==> src/rtl/bp_pkg.sv <==
// Shared definitions for the gshare branch predictor: default sizes and helper functions.
package bp_pkg;

  localparam int unsigned BP_IDX_W = 4;
  localparam int unsigned BP_CNT_W = 2;
  localparam int unsigned BP_GHR_W = 4;

  // Widest supported counter and index; helpers work at these widths and callers cast down.
  localparam int unsigned BP_CNT_MAX_W = 4;
  localparam int unsigned BP_IDX_MAX_W = 10;

  // Reset value of every counter: weakly not-taken, 2^(cnt_w-1) - 1.
  function automatic logic [BP_CNT_MAX_W-1:0] cnt_init(input int unsigned cnt_w);
    return 4'((5'd1 << (cnt_w - 1)) - 5'd1);
  endfunction

  // Saturating step towards taken (up) or not-taken, clamped to [0, 2^cnt_w - 1].
  function automatic logic [BP_CNT_MAX_W-1:0] sat_update(input logic [BP_CNT_MAX_W-1:0] c,
                                                          input logic up,
                                                          input int unsigned cnt_w);
    logic [BP_CNT_MAX_W-1:0] cmax;
    cmax = 4'((5'd1 << cnt_w) - 5'd1);
    if (up) return (c == cmax) ? c : c + 4'd1;
    return (c == 4'd0) ? c : c - 4'd1;
  endfunction

  // gshare index: word-address bits of the PC XOR the low ghr_w history bits.
  function automatic logic [BP_IDX_MAX_W-1:0] idx_hash(input logic [31:0] pc,
                                                        input logic [BP_IDX_MAX_W-1:0] h,
                                                        input int unsigned idx_w,
                                                        input int unsigned ghr_w);
    logic [BP_IDX_MAX_W-1:0] imask;
    logic [BP_IDX_MAX_W-1:0] hmask;
    imask = 10'((11'd1 << idx_w) - 11'd1);
    hmask = 10'((11'd1 << ghr_w) - 11'd1);
    return (pc[11:2] & imask) ^ (h & hmask);
  endfunction

endpackage

==> src/rtl/bp_counter_table.sv <==
// Table of saturating direction counters: one async read port, one sync update port.
module bp_counter_table
  import bp_pkg::*;
#(
  parameter int unsigned IDX_W = BP_IDX_W,
  parameter int unsigned CNT_W = BP_CNT_W,
  parameter logic [CNT_W-1:0] INIT = '0
) (
  input  logic             clk_in,
  input  logic             rst_in,
  input  logic [IDX_W-1:0] rd_idx,
  output logic [CNT_W-1:0] rd_cnt,
  input  logic             wr_en,
  input  logic [IDX_W-1:0] wr_idx,
  input  logic             wr_up
);

  localparam int unsigned DEPTH = 1 << IDX_W;

  logic [CNT_W-1:0] cnt [DEPTH];

  // Lookup reads the current (pre-update) value.
  assign rd_cnt = cnt[rd_idx];

  // Reset to the init value; otherwise step the addressed counter with saturation.
  always_ff @(posedge clk_in) begin
    if (!rst_in) begin
      for (int i = 0; i < int'(DEPTH); i++) cnt[i] <= INIT;
    end else if (wr_en) begin
      cnt[wr_idx] <= CNT_W'(sat_update(4'(cnt[wr_idx]), wr_up, CNT_W));
    end
  end

endmodule

==> src/rtl/branch_predictor_gshare.sv <==
// gshare branch predictor: combinational lookup, speculative history, mispredict recovery and stats.
module branch_predictor_gshare
  import bp_pkg::*;
#(
  parameter int unsigned IDX_W  = BP_IDX_W,
  parameter int unsigned CNT_W  = BP_CNT_W,
  parameter int unsigned GHR_W  = BP_GHR_W,
  parameter int unsigned STAT_W = 32,
  localparam int unsigned HW    = (GHR_W == 0) ? 1 : GHR_W
) (
  input  logic              clk_in,
  input  logic              rst_in,
  input  logic              rdy_in,
  input  logic              pred_valid,
  input  logic              pred_branch,
  input  logic              pred_jump,
  input  logic [31:0]       pred_pc,
  input  logic [31:0]       pred_imm,
  output logic              pred_taken,
  output logic [31:0]       pred_target,
  output logic [HW-1:0]     pred_ghr,
  input  logic              res_valid,
  input  logic [31:0]       res_pc,
  input  logic [HW-1:0]     res_ghr,
  input  logic              res_pred_taken,
  input  logic              res_taken,
  input  logic [31:0]       res_target,
  output logic              predict_fail,
  output logic [31:0]       fail_addr,
  output logic [STAT_W-1:0] stat_branches,
  output logic [STAT_W-1:0] stat_misses
);

  logic [HW-1:0]    ghr;
  logic [HW-1:0]    ghr_shift;
  logic [HW-1:0]    ghr_restore;
  logic [IDX_W-1:0] rd_idx;
  logic [IDX_W-1:0] wr_idx;
  logic [CNT_W-1:0] rd_cnt;
  logic             res_fire;
  logic             mispredict;

  bp_counter_table #(
    .IDX_W (IDX_W),
    .CNT_W (CNT_W),
    .INIT  (CNT_W'(cnt_init(CNT_W)))
  ) u_table (
    .clk_in (clk_in),
    .rst_in (rst_in),
    .rd_idx (rd_idx),
    .rd_cnt (rd_cnt),
    .wr_en  (res_fire),
    .wr_idx (wr_idx),
    .wr_up  (res_taken)
  );

  // Lookup path, resolve qualification and next-history candidates.
  always_comb begin
    rd_idx      = IDX_W'(idx_hash(pred_pc, 10'(ghr), IDX_W, GHR_W));
    wr_idx      = IDX_W'(idx_hash(res_pc, 10'(res_ghr), IDX_W, GHR_W));
    pred_taken  = pred_valid & (pred_jump | (pred_branch & rd_cnt[CNT_W-1]));
    pred_target = pred_pc + pred_imm;
    pred_ghr    = ghr;
    res_fire    = rdy_in & res_valid;
    mispredict  = res_fire & (res_taken != res_pred_taken);
    // Truncating {h, bit} to HW keeps the youngest HW-1 bits of h plus the new bit.
    ghr_shift   = (GHR_W == 0) ? '0 : HW'({ghr, pred_taken});
    ghr_restore = (GHR_W == 0) ? '0 : HW'({res_ghr, res_taken});
  end

  // History, fail pulse and statistics; a mispredict restore overrides the lookup shift.
  always_ff @(posedge clk_in) begin
    if (!rst_in) begin
      ghr           <= '0;
      predict_fail  <= 1'b0;
      fail_addr     <= '0;
      stat_branches <= '0;
      stat_misses   <= '0;
    end else if (rdy_in) begin
      predict_fail <= mispredict;
      if (mispredict) begin
        fail_addr <= res_taken ? res_target : res_pc + 32'd4;
        ghr       <= ghr_restore;
      end else if (pred_valid && pred_branch) begin
        ghr <= ghr_shift;
      end
      if (res_valid)  stat_branches <= stat_branches + STAT_W'(1);
      if (mispredict) stat_misses   <= stat_misses + STAT_W'(1);
    end
  end

endmodule

==> config.mk <==
export PLATFORM = sky130hd
export DESIGN_NAME = branch_predictor_gshare
export DESIGN_NICKNAME = d
export VERILOG_FILES = /design/src/rtl/bp_pkg.sv /design/src/rtl/bp_counter_table.sv /design/src/rtl/branch_predictor_gshare.sv
export SDC_FILE = /design/constraint.sdc
export NUM_CORES = 1
export LEC_CHECK = 0
export ABC_AREA = 1
export CORE_AREA = 2 2 150 152
export CTS_CLUSTER_DIAMETER = 200
export DETAILED_ROUTE_END_ITERATION = 7
export DIE_AREA = 0 0 152 154
export DONT_BUFFER_PORTS = 1
export PLACE_DENSITY_LB_ADDON = 0.08
export SYNTH_ARGS = -nofsm -noshare
export SYNTH_HDL_FRONTEND = slang
export SYNTH_SLANG_ARGS = --single-unit
==> constraint.sdc <==
create_clock -name clk_in -period 4.55 [get_ports clk_in]
set_input_delay 0.6825 -clock clk_in [delete_from_list [all_inputs] [get_ports clk_in]]
set_output_delay 0.6825 -clock clk_in [all_outputs]
set_load 0.02 [all_outputs]
-- Word level (Yosys, flattened, before mapping)
Memory sizes are Yosys's and may differ from the RTL's.
Index checks and enable logic that the tools add are counted.
Widths: inputs -> output; s select.
- equality and inequality tests: 2
- muxes and demuxes: 19
- add/sub/neg operators: 6
- bitwise operators: 7
- reduce and logical (&&, ||, !) cells: 7
- operator list (cell ; count):
    $add 32x1->32 const B ; 2
    $add 32x3->32 const B ; 1
    $add 32x32->32 ; 1
    $mux 32 ; 1
    $mux 2 ; 7
    $mux 4 ; 3
    $mux 1 ; 8
    $xor 4x4->4 ; 2
    $reduce_and 2->1 ; 3
    $and 1x1->1 ; 4
    $add 2x1->2 const B ; 1
    $eq 2x2->1 const B ; 1
    $logic_not 2->1 ; 1
    $reduce_bool 2->1 ; 1
    $reduce_or 2->1 ; 1
    $sub 2x1->2 const B ; 1
    $logic_and 1x1->1 ; 1
    $ne 1x1->1 ; 1
    $or 1x1->1 ; 1
- bits in writable memories: 32
- input port bits: 141
- register bits after elaboration: 101
- memories: 1
- output and inout port bits: 134
- memories (memory ; words ; bits a word ; rd ports ; clocked after memory_dff ; write ports ; line ; text):
    u_table.cnt ; 16 ; 2 ; 2 ; 0 ; 16 ; bp_counter_table.sv:20 ; logic [CNT_W-1:0] cnt [DEPTH];

-- Depth between registers and ports, before layout
An unclocked memory read counts as a cell.
- depth after elaboration: 9
- mapped depth: 16

-- Hierarchy
A second synthesis with hierarchy kept.
- cell total of the unflattened synthesis: 1717
- area, all modules: 10314.9 um^2
- by module, submodules not included (module ; area an instance (um^2) ; sequential area each (um^2) ; instances ; cells each):
    branch_predictor_gshare ; 8229.1 ; 2021.9 ; 1 ; 1441
    bp_counter_table ; 2085.8 ; 960.9 ; 1 ; 276

-- Least setup slack after synthesis
No wires, ideal clock.
- path kind: input-to-output
- from: input port pred_pc[0]
- to: output port pred_target[22]
- slack: 1497 ps
- required time: 3868 ps
- stages: 11
- arrival: 2370 ps
- path buffers: 0
- cell sequence: ha_1 fa_1 nand3_1 nand2_1 a21oi_1 inv_1 nand2_1 nand2_1 nand2_1 a22oi_1 xor2_1
- word-level cells in the longest chain between the ends: 1
- ends and longest elaborated chain (element ; line ; text):
    from (decl) ; branch_predictor_gshare.sv:17 ; input logic [31:0] pred_pc,
    $add 32x32->32 ; branch_predictor_gshare.sv:62 ; pred_target = pred_pc + pred_imm;
    to (decl) ; branch_predictor_gshare.sv:20 ; output logic [31:0] pred_target,
No other way between the ends.

-- Worst setup path after layout
Ends and elaborated chain as after synthesis.

==> metrics.yaml <==
run_status:
  status: "completed"
timing:
  tightest_slew_ns: 0.804
  fin_crit_sh_pct: 73.2
  rsz0062_at_grt: "false"
  hold_viol: 0
  setup_viol: 0
  fmax_ghz: 0.300
  relSlewSlack_pct: 45.9
  clock_skew_ns: 0.0162
  hold_ws_ns: 0.378
  drv_slew: 0
  fin_crit_ns: 3.33
  fin_tns_setup_ns: 0
global_route:
  grt_pass1_wl_mm: 47.7
  grt_pass1_vias: 9105
  grtUsageTotal_pct: 25.1
  met3_usage_pct: 7.64
  use_met2_pct: 41.9
  grt_busiest_layer: "met2"
  grt_use_met1_pct: 31.1
  grt_remaining_overflow: 0
  antenna_found_initial: 0
  grt_max_degree: 61
pwr:
  p_switching_mw: 1.09
  p_leak_nw: 4.10
  ir_worst_vdd_v: 0.000247
  p_seq_share_pct: 38.8
  power_density_nw_per_um2: 317
  p_clk_share_pct: 42.6
  intPower_mw: 2.22
  p_comb_share_pct: 18.6
  p_sw_share_pct: 32.8
  power_mw: 3.31
clock_tree:
  cts_tree: "done"
  cts_resized: 0
  clk_root_buffer_cell: "clkbuf_16"
  hold_buffers: 0
  cts_buffers: 17
  cts_max_path_buffers: 2
  postCtsSetupBuffers: 0
  clk_latency_ns: 0.43
  clkSinkCount: 133
  clkTransAtPathRegs_ns: 0.07
  cts_htree_levels: 4
min_path:
  hold_class: "primary input to flip-flop"
  whs_path_depth: 2
  min_from: "rst_in"
  whs_endpoint: "stat_branches[31]"
yosys:
  syn_nets: 1639
  ys_seq_area_share_pct: 31.0
  synth_edf_count: 32
  synth_warnings: 0
  synth_cell_types: 53
  synthArstFlopShare_pct: 0
  synth-seq-cells: 133
  synth_area_um2: 9620
  synthFlopType: "dfxtp_1"
  avgSynthCellArea_um2: 6.58
  synth_cells: 1463
drt:
  antenna_left: 0
  viasPerCell: 5.42
  wl_per_cell_um: 17.1
  drt_wl_total_mm: 30.0
  dr.first_iter.drc_count: 636
  vias: 9479
  drc: 0
  first_pass_iters: 7
floorplan:
  die_h_um: 154
  rows: 54
  die_x_um: 152
  start_util_pct: 44.4
  ioPinCount: 275
  core_um2: 21700
  dieArea_um2: 23400
final_layout:
  nets: 1631
  multi_input_area_um2: 5730
  drive_gt1_share_pct: 6.34
  diodes: 0
  regArea_um2: 2980
  fillerInstances: 2264
  synthToLayoutAreaGrowth_pct: 8.47
worst_setup_path:
  crit_family: "adder cells"
  cp_cell_sequence: "ha_1 > fa_1 > nand3_1 > nand2_1 > a21oi_1 > inv_1 > nand2_1 > nand2_1 > nand2_1 > a22oi_1 > xor2_1"
  cpMostUsedCell: "nand2_1"
  r2r_slack_ns: 2.16
  cp.depth: 11
  arrival_ns: 2.65
  start_kind: "primary input"
  r2r-end: "stat_branches[24]"
  critPathBufInv: 1
  worstReg2RegStart: "stat_branches[1]"
  cp_max_fo: 3
  end_kind: "output port"
  critical_path_required_ns: 3.87
  max_stage_delay_ns: 0.41
  crit_slowest_cell: "fa_1"
  path_class: "primary input to output port"
  reg2reg_depth: 12
run:
  maxCapViolCount: 0
place:
  io_buffers: 0
  dpl.hpwl_mm: 23.5
  gp_congestion: 0.918
power by group through the flow:
| stage | Combinational, mW | Clock [mW] | Sequential, mW |
|---|---|---|---|
| floorplan | 0.510 | 0 | 1.30 |
| detailed placement | 0.614 | 0 | 1.31 |
| global route | 0.682 | 1.48 | 1.29 |
| finish | 0.616 | 1.41 | 1.29 |
| CTS | 0.616 | 1.43 | 1.29 |
| global placement | 0.613 | 0 | 1.31 |
state kept, by name, summed over array words and instances (netlist names):
register,cells
fail_addr,32
pred_ghr,4
predict_fail,1
stat_branches,32
stat_misses,32
u_table.cnt,32
metrics by stage:
stage	std cells	utilization (%)	setup WS (ns)	area [um^2]
2_1_floorplan	1463	-	1.50	9620
3_3_place_gp	1716	45.3	1.28	9830
3_5_place_dp	1716	45.3	1.25	9830
4_1_cts	1748	48.1	1.22	10400
5_1_grt	1748	48.1	1.01	10400
6_report	1748	48.1	1.22	10400
cell usage after synthesis (all sizes together), types with 10 or more instances:
cell	number	area, um^2
edfxtp	32	961
a21oi	105	563
clkbuf	18	67.6
inv	199	747
nand2	371	1440
xnor2	15	139
nor2	197	777
ha	34	425
dfxtp	101	2020
nor3	50	260
a31oi	14	87.6
buf	12	92.6
xor2	47	419
nand4	31	194
nor4	10	62.6
o21ai	61	305
nand3	104	583
cell type report:
class	count	share of cell area, %
multi-input combinational	1100	54.9
sequential	133	28.6
inverter	200	7.21
clock buffer	19	4.45
tap	280	3.36
clock inverter	13	1.30
timing repair buffer	3	0.216
how the worst max path moves through the flow:
stage                           start  slack (ns)         endpoint
after floorplan            pred_pc[0]        1.50  pred_target[22]
after global placement     pred_pc[0]        1.28  pred_target[22]
after detailed placement   pred_pc[0]        1.25  pred_target[22]
after CTS                 pred_ghr[0]        1.22       pred_taken
after global routing       pred_pc[0]        1.01  pred_target[22]
final                      pred_pc[0]        1.22  pred_target[22]
cell families after synthesis:
| logic type | Yosys count | share of synthesized area [%] |
|---|---|---|
| fa+ha+maj | 35 | 4.63 |
| simple gates | 782 | 35.8 |
| buf+inv | 230 | 9.48 |
| xor+xnor | 62 | 5.80 |
| flops | 133 | 31.0 |
| compound gates | 221 | 13.3 |
layout by cell type (no fill, tap or decap), types with 34 or more instances in the layout:
cell and count:
nor2_1 188, nand2_1 359, inv_1 194, nor3_1 48, o21ai_0 61, xor2_1 46
nand3_1 93, a21oi_1 95, dfxtp_1 101, ha_1 34
layer usage:
layer,share of wire [%],vias up
li1,-,4796
met3,7.9,37
met2,47,315
met5,0,-
met4,2.5,0
met1,43,4331
Power figures use the tool's default switching activity.
